`src/rtl/muldiv_unit.sv`:
```
// muldiv_unit: iterative RV32M multiply/divide unit for the execute stage.
// Multiplication uses shift-add and division is restoring. Both retire
// BITS_PER_CYCLE bits per CALC cycle. Divide-by-zero and signed divide
// overflow skip CALC and complete in one cycle.
// Ports:
//   clk_i, rstn_i       clock (rising edge), asynchronous active-low reset
//   valid_i / ready_o   request handshake (ready_o high only in IDLE)
//   op_i                M-extension func3
//   rs1_i, rs2_i        operand A (multiplicand/dividend), B (multiplier/divisor)
//   tag_i / tag_o       pass-through tag, captured on accept
//   kill_i              flush; aborts any operation and blocks accept
//   valid_o / ready_i   result handshake (valid_o high only in DONE)
//   result_o            registered result
module muldiv_unit #(
  parameter int unsigned XLEN           = 32,
  parameter int unsigned BITS_PER_CYCLE = 1,
  parameter int unsigned TAG_W          = 5
) (
  input  logic             clk_i,
  input  logic             rstn_i,
  input  logic             valid_i,
  output logic             ready_o,
  input  logic [2:0]       op_i,
  input  logic [XLEN-1:0]  rs1_i,
  input  logic [XLEN-1:0]  rs2_i,
  input  logic [TAG_W-1:0] tag_i,
  input  logic             kill_i,
  output logic             valid_o,
  input  logic             ready_i,
  output logic [XLEN-1:0]  result_o,
  output logic [TAG_W-1:0] tag_o
);

  localparam int unsigned N     = XLEN / BITS_PER_CYCLE;
  localparam int unsigned CNT_W = (N > 1) ? $clog2(N) : 1;
  localparam logic [XLEN-1:0] MIN_VAL = {1'b1, {(XLEN-1){1'b0}}};

  typedef enum logic [1:0] {
    S_IDLE,
    S_CALC,
    S_DONE
  } state_t;

  state_t state_q, state_d;

  logic [2*XLEN:0]   acc_q;
  logic [2*XLEN:0]   acc_step;
  logic [XLEN-1:0]   opnd_q;
  logic [2:0]        op_q;
  logic              res_neg_q;
  logic [TAG_W-1:0]  tag_q;
  logic [XLEN-1:0]   result_q;
  logic [CNT_W-1:0]  cnt_q;
  logic              fin_q;

  // Request decode
  logic              accept;
  logic              a_signed, b_signed, a_neg, b_neg, res_neg_d;
  logic [XLEN-1:0]   a_abs, b_abs;
  logic              div_zero, div_ovf, special;
  logic [XLEN-1:0]   special_res;

  assign ready_o  = (state_q == S_IDLE);
  assign valid_o  = (state_q == S_DONE);
  assign result_o = result_q;
  assign tag_o    = tag_q;
  assign accept   = valid_i & ready_o & ~kill_i;

  always_comb begin
    a_signed = (op_i == 3'b001) | (op_i == 3'b010) | (op_i == 3'b100) | (op_i == 3'b110);
    b_signed = (op_i == 3'b001) | (op_i == 3'b100) | (op_i == 3'b110);
    a_neg    = a_signed & rs1_i[XLEN-1];
    b_neg    = b_signed & rs2_i[XLEN-1];
    a_abs    = a_neg ? -rs1_i : rs1_i;
    b_abs    = b_neg ? -rs2_i : rs2_i;
    // REM/REMU follow the dividend sign; everything else follows sign(A)^sign(B)
    res_neg_d = (op_i[2] & op_i[1]) ? a_neg : (a_neg ^ b_neg);
    div_zero  = op_i[2] & (rs2_i == '0);
    div_ovf   = op_i[2] & ~op_i[0] & (rs1_i == MIN_VAL) & (rs2_i == '1);
    special   = div_zero | div_ovf;
    if (div_zero) special_res = op_i[1] ? rs1_i : '1;
    else          special_res = op_i[1] ? '0 : MIN_VAL;
  end

  // One CALC step: BITS_PER_CYCLE shift-add or restoring-subtract iterations.
  // Multiply: acc = {hi(XLEN+1), multiplier}, add multiplicand into hi, shift right.
  // Divide:   acc = {rem(XLEN+1), dividend}, shift left, subtract divisor if it fits.
  always_comb begin
    acc_step = acc_q;
    for (int unsigned i = 0; i < BITS_PER_CYCLE; i++) begin
      if (op_q[2]) begin
        acc_step = acc_step << 1;
        if (acc_step[2*XLEN:XLEN] >= {1'b0, opnd_q}) begin
          acc_step[2*XLEN:XLEN] = acc_step[2*XLEN:XLEN] - {1'b0, opnd_q};
          acc_step[0] = 1'b1;
        end
      end else begin
        if (acc_step[0]) begin
          acc_step[2*XLEN:XLEN] = acc_step[2*XLEN:XLEN] + {1'b0, opnd_q};
        end
        acc_step = acc_step >> 1;
      end
    end
  end

  // Sign correction and word selection
  logic [2*XLEN-1:0] prod, prod_fix;
  logic [XLEN-1:0]   div_sel, div_fix, calc_res;

  always_comb begin
    prod     = acc_q[2*XLEN-1:0];
    prod_fix = res_neg_q ? -prod : prod;
    div_sel  = op_q[1] ? acc_q[2*XLEN-1:XLEN] : acc_q[XLEN-1:0];
    div_fix  = res_neg_q ? -div_sel : div_sel;
    if (op_q[2])              calc_res = div_fix;
    else if (op_q[1:0] == 2'b00) calc_res = prod_fix[XLEN-1:0];
    else                      calc_res = prod_fix[2*XLEN-1:XLEN];
  end

  // FSM
  always_ff @(posedge clk_i or negedge rstn_i) begin
    if (!rstn_i) state_q <= S_IDLE;
    else         state_q <= state_d;
  end

  always_comb begin
    state_d = state_q;
    unique case (state_q)
      S_IDLE:  if (accept) state_d = special ? S_DONE : S_CALC;
      S_CALC:  if (fin_q) state_d = S_DONE;
      S_DONE:  if (ready_i) state_d = S_IDLE;
      default: state_d = S_IDLE;
    endcase
    if (kill_i) state_d = S_IDLE;
  end

  // Datapath. After the step taken with cnt_q==0, fin_q gives one more CALC
  // cycle that registers the sign-corrected result (N+1 cycle latency).
  always_ff @(posedge clk_i or negedge rstn_i) begin
    if (!rstn_i) begin
      acc_q     <= '0;
      opnd_q    <= '0;
      op_q      <= '0;
      res_neg_q <= 1'b0;
      tag_q     <= '0;
      result_q  <= '0;
      cnt_q     <= '0;
      fin_q     <= 1'b0;
    end else if (!kill_i) begin
      if (accept) begin
        op_q      <= op_i;
        tag_q     <= tag_i;
        res_neg_q <= res_neg_d;
        cnt_q     <= CNT_W'(N - 1);
        fin_q     <= 1'b0;
        if (op_i[2]) begin
          acc_q  <= {{(XLEN+1){1'b0}}, a_abs};
          opnd_q <= b_abs;
        end else begin
          acc_q  <= {{(XLEN+1){1'b0}}, b_abs};
          opnd_q <= a_abs;
        end
        if (special) result_q <= special_res;
      end else if (state_q == S_CALC) begin
        if (fin_q) begin
          result_q <= calc_res;
        end else begin
          acc_q <= acc_step;
          cnt_q <= cnt_q - 1'b1;
          fin_q <= (cnt_q == '0);
        end
      end
    end
  end

endmodule
```
`config.mk`:
```
export PLATFORM = sky130hd
export DESIGN_NAME = muldiv_unit
export DESIGN_NICKNAME = d
export VERILOG_FILES = /design/src/rtl/muldiv_unit.sv
export SDC_FILE = /design/constraint.sdc
export NUM_CORES = 1
export LEC_CHECK = 0
export ABC_CLOCK_PERIOD_IN_PS = 4700
export BUFFER_PORTS_ARGS = -buffer_cell sky130_fd_sc_hd__clkbuf_2
export CORE_UTILIZATION = 24
export CTS_BUF_LIST = sky130_fd_sc_hd__clkbuf_8
export DETAILED_ROUTE_END_ITERATION = 10
export SKIP_LAST_GASP = 1
export SLEW_MARGIN = 10
export SYNTH_ARGS = -nofsm -noshare
export SYNTH_HDL_FRONTEND = slang
export SYNTH_SLANG_ARGS = --single-unit
```
`constraint.sdc`:
```
create_clock -name clk_i -period 4.7 [get_ports clk_i]
set_input_delay 0.47 -clock clk_i [delete_from_list [all_inputs] [get_ports clk_i]]
set_output_delay 0.47 -clock clk_i [all_outputs]
set_load 0.02 [all_outputs]
```
==> flow_summary.json <==
{
  "outcome": "finished, final reports clean",
  "swShare": 0.521,
  "layout_common_cells": "nand2_1, o21ai_0, a21oi_1",
  "required_ps": 5120,
  "finalWirelength_um": 64000,
  "critPathLaunchType": "register",
  "cts_tree": "done",
  "finalPower_mw": 9.63,
  "crit_buf_inv": 1,
  "wl_per_cell_um": 20.9,
  "synth-edff-count": 0,
  "fin_util": 0.272,
  "cts_made_buffers": 17,
  "p_switching_mw": 5.02,
  "maxSlewHeadroom": 0.249,
  "slew_viol_final": 0,
  "final_nets": 2331,
  "p_seq_frac": 0.224,
  "endpoint_kind": "register",
  "critPathTopFamily": "compound AO/OA/AOI/OAI gates",
  "fin_crit_ps": 3980,
  "gr-total-overflow": 0,
  "final_cells": 3059,
  "fmax_ghz": 0.251,
  "synth_cell_type_count": 73,
  "grt_use_total": 0.183,
  "final.setup_skew_ps": 18.0,
  "worstPathMaxFanout": 13,
  "drc": 0,
  "coreArea_mm2": 0.0659,
  "gp_congestion": 0.960,
  "cts_buffer_depth": 2,
  "die_area_mm2": 0.0678,
  "cts_sinks": 146,
  "crit_top_cell": "a211oi_1",
  "post_cts_resized": 0,
  "place_ws_ps": 873,
  "fp-row-count": 94,
  "avgSynthCellArea_um2": 7.38,
  "p_int_mw": 4.61,
  "vias": 16838,
  "finalHoldViolCount": 0,
  "grt_pass1_wl_um": 94500,
  "area_growth_pct": 11.8,
  "cp.arrival_ps": 4400,
  "die_w_um": 260,
  "synthCells": 2172,
  "maxCapViolCount": 0,
  "p_leak_nw": 7.37,
  "drtIter0Drc": 1956,
  "portBuffers": 115,
  "worst_slew_pin_slew_ps": 1120,
  "setup_tns_ps": 0,
  "p_clk_frac": 0.132,
  "rsz0062_at_grt": "no",
  "cts_root_buf": "clkbuf_8",
  "worstSkewPairLatency_ps": 520,
  "ctsHtreeMaxLevel": 4,
  "setup_viol_count_final": 0,
  "path_class": "register to register",
  "period_share": 0.846,
  "yosysWarnings": 0,
  "worst_r2r_path_depth": 12,
  "grt_max_degree": 96,
  "synth_fp_nets": 2322,
  "synth_top_cell_by_area": "dfrtp_1",
  "crit_path_cell_trace": "ha_1, inv_1, fa_1, nor2b_1, o31ai_1, a2111oi_0, a221oi_1, o21ai_0, a21oi_1, xnor2_1, a211oi_1, a211oi_1",
  "viasPerCell": 5.50,
  "crit_path_max_incr_delay_ps": 930,
  "antenna_found_initial": 2,
  "final_common_cell": "nand2_1",
  "slowest_stage": "a221oi_1",
  "p_per_area_mw_per_mm2": 538,
  "ys_ff_latch": 146,
  "synth-seq-area-share": 0.228,
  "ir_drop_mv": 0.249,
  "syn_area_mm2": 0.0160,
  "cp.depth": 12,
  "dieHeight_um": 260,
  "synthTopCellsByArea": "dfrtp_1, nand2_1, xnor2_1",
  "min_path_type": "input pin to register",
  "drt-pass1-iter-count": 5,
  "synth-async-reset-ratio": 1.00,
  "drtAntennaViolNets": 0,
  "hold_path_depth": 2,
  "grt_pass1_vias": 15102,
  "dp_hpwl_um": 49200,
  "synthFlopType": "dfrtp_1",
  "synth_top_area_share": 0.228,
  "dp_cells": 3025,
  "ios": 116,
  "drive_gt1_frac": 0.110,
  "p_comb_frac": 0.644,
  "layout_setup_ws_ps": 724,
  "start_util": 0.243,
  "path_clk_slew_ps": 100
}
## cell type report
| cell class | count | area, um^2 |
|---|---|---|
| Antenna cell | 1 | 2.50 |
| Timing Repair Buffer | 165 | 975 |
| Clock buffer | 19 | 262 |
| Tap cell | 864 | 1080 |
| Sequential cell | 146 | 3660 |
| Multi-Input combinational cell | 1783 | 11500 |
| Fill cell | 7302 | 47900 |
| Clock inverter | 13 | 218 |
| Inverter | 68 | 255 |
## layer usage
layer	track usage	part of all wire	routed length (um)	vias up
li1	-	-	-	7883
met5	0	0.00020	13	-
met1	0.245	0.43	27600	8046
met2	0.270	0.43	27600	769
met4	0.0861	0.046	2960	2
met3	0.0513	0.090	5740	138
## timing repair
action,CTS,global route
hold endpoints to repair,63,0
hold buffers,1,0
endpoints found under the setup margin,0,0
buffers inserted,0,0
## per-stage QoR
step	hold slack, ps	cell area (um^2)
2_1_floorplan	174	16000
4_1_cts	91.2	17900
3_5_place_dp	459	17400
3_3_place_gp	451	17400
6_report	111	17900
5_1_grt	101	17900
## worst reg2reg max path, stage by stage, from the launching register on
cell       delay, ps
dfrtp_1          550
ha_1             320
inv_1             80
fa_1             170
nor2b_1           70
o31ai_1          380
a2111oi_0        240
a221oi_1         930
o21ai_0          410
a21oi_1          250
xnor2_1          140
a211oi_1          90
a211oi_1         250
## state kept, by name, indices dropped and copies added, names as in the netlist
signal     count
tag_o          5
state_q        2
cnt_q          5
fin_q          1
res_neg_q      1
opnd_q        32
acc_q         65
result_o      32
op_q           3
## power groups by stage
stage	logic (mW)	clock network, mW	registers (mW)
floorplan	4.60	0	1.85
global placement	6.06	0	2.16
detailed placement	6.05	0	2.16
CTS	6.09	1.28	2.14
global route	6.73	1.32	2.20
finish	6.21	1.27	2.16
## kinds of logic (layout without fill, tap and decap cells)
family,Yosys count,after routing,synth area share
adder cells (fa/ha/maj),73,73,0.0579
XOR/XNOR,197,197,0.108
AND/OR/NAND/NOR,721,721,0.211
buffers and inverters,243,265,0.0580
flip-flops,146,146,0.228
other,0,1,0
AO/OA/AOI/OAI,695,695,0.275
multiplexers,97,97,0.0617
## synth_stat cells, types with 15 or more instances
| master | instances |
|---|---|
| nand2_1 | 289 |
| nor3_1 | 52 |
| nand4_1 | 29 |
| nor2b_1 | 25 |
| xnor2_1 | 118 |
| o21ai_0 | 199 |
| buf_1 | 15 |
| a21oi_1 | 162 |
| o31ai_1 | 47 |
| a31oi_1 | 22 |
| xor2_1 | 79 |
| nor2_1 | 161 |
| mux2i_1 | 83 |
| clkbuf_1 | 151 |
| or3_1 | 27 |
| nand2b_1 | 15 |
| a21o_1 | 32 |
| nand3_1 | 30 |
| a211oi_1 | 25 |
| nor4_1 | 18 |
| o211ai_1 | 69 |
| inv_1 | 66 |
| ha_1 | 71 |
| dfrtp_1 | 146 |
## path summary, 6_finish.rpt
kind,from,end,slack (ps)
max,acc_q[32],acc_q[49],720
min,ready_i,state_q[1],110
max reg2reg,acc_q[32],acc_q[49],720
min reg2reg,result_o[17],result_o[17],480
max in group asynchronous,rstn_i,res_neg_q,3210
min in group asynchronous,rstn_i,result_o[16],550
(Power assumes the default switching activity.)
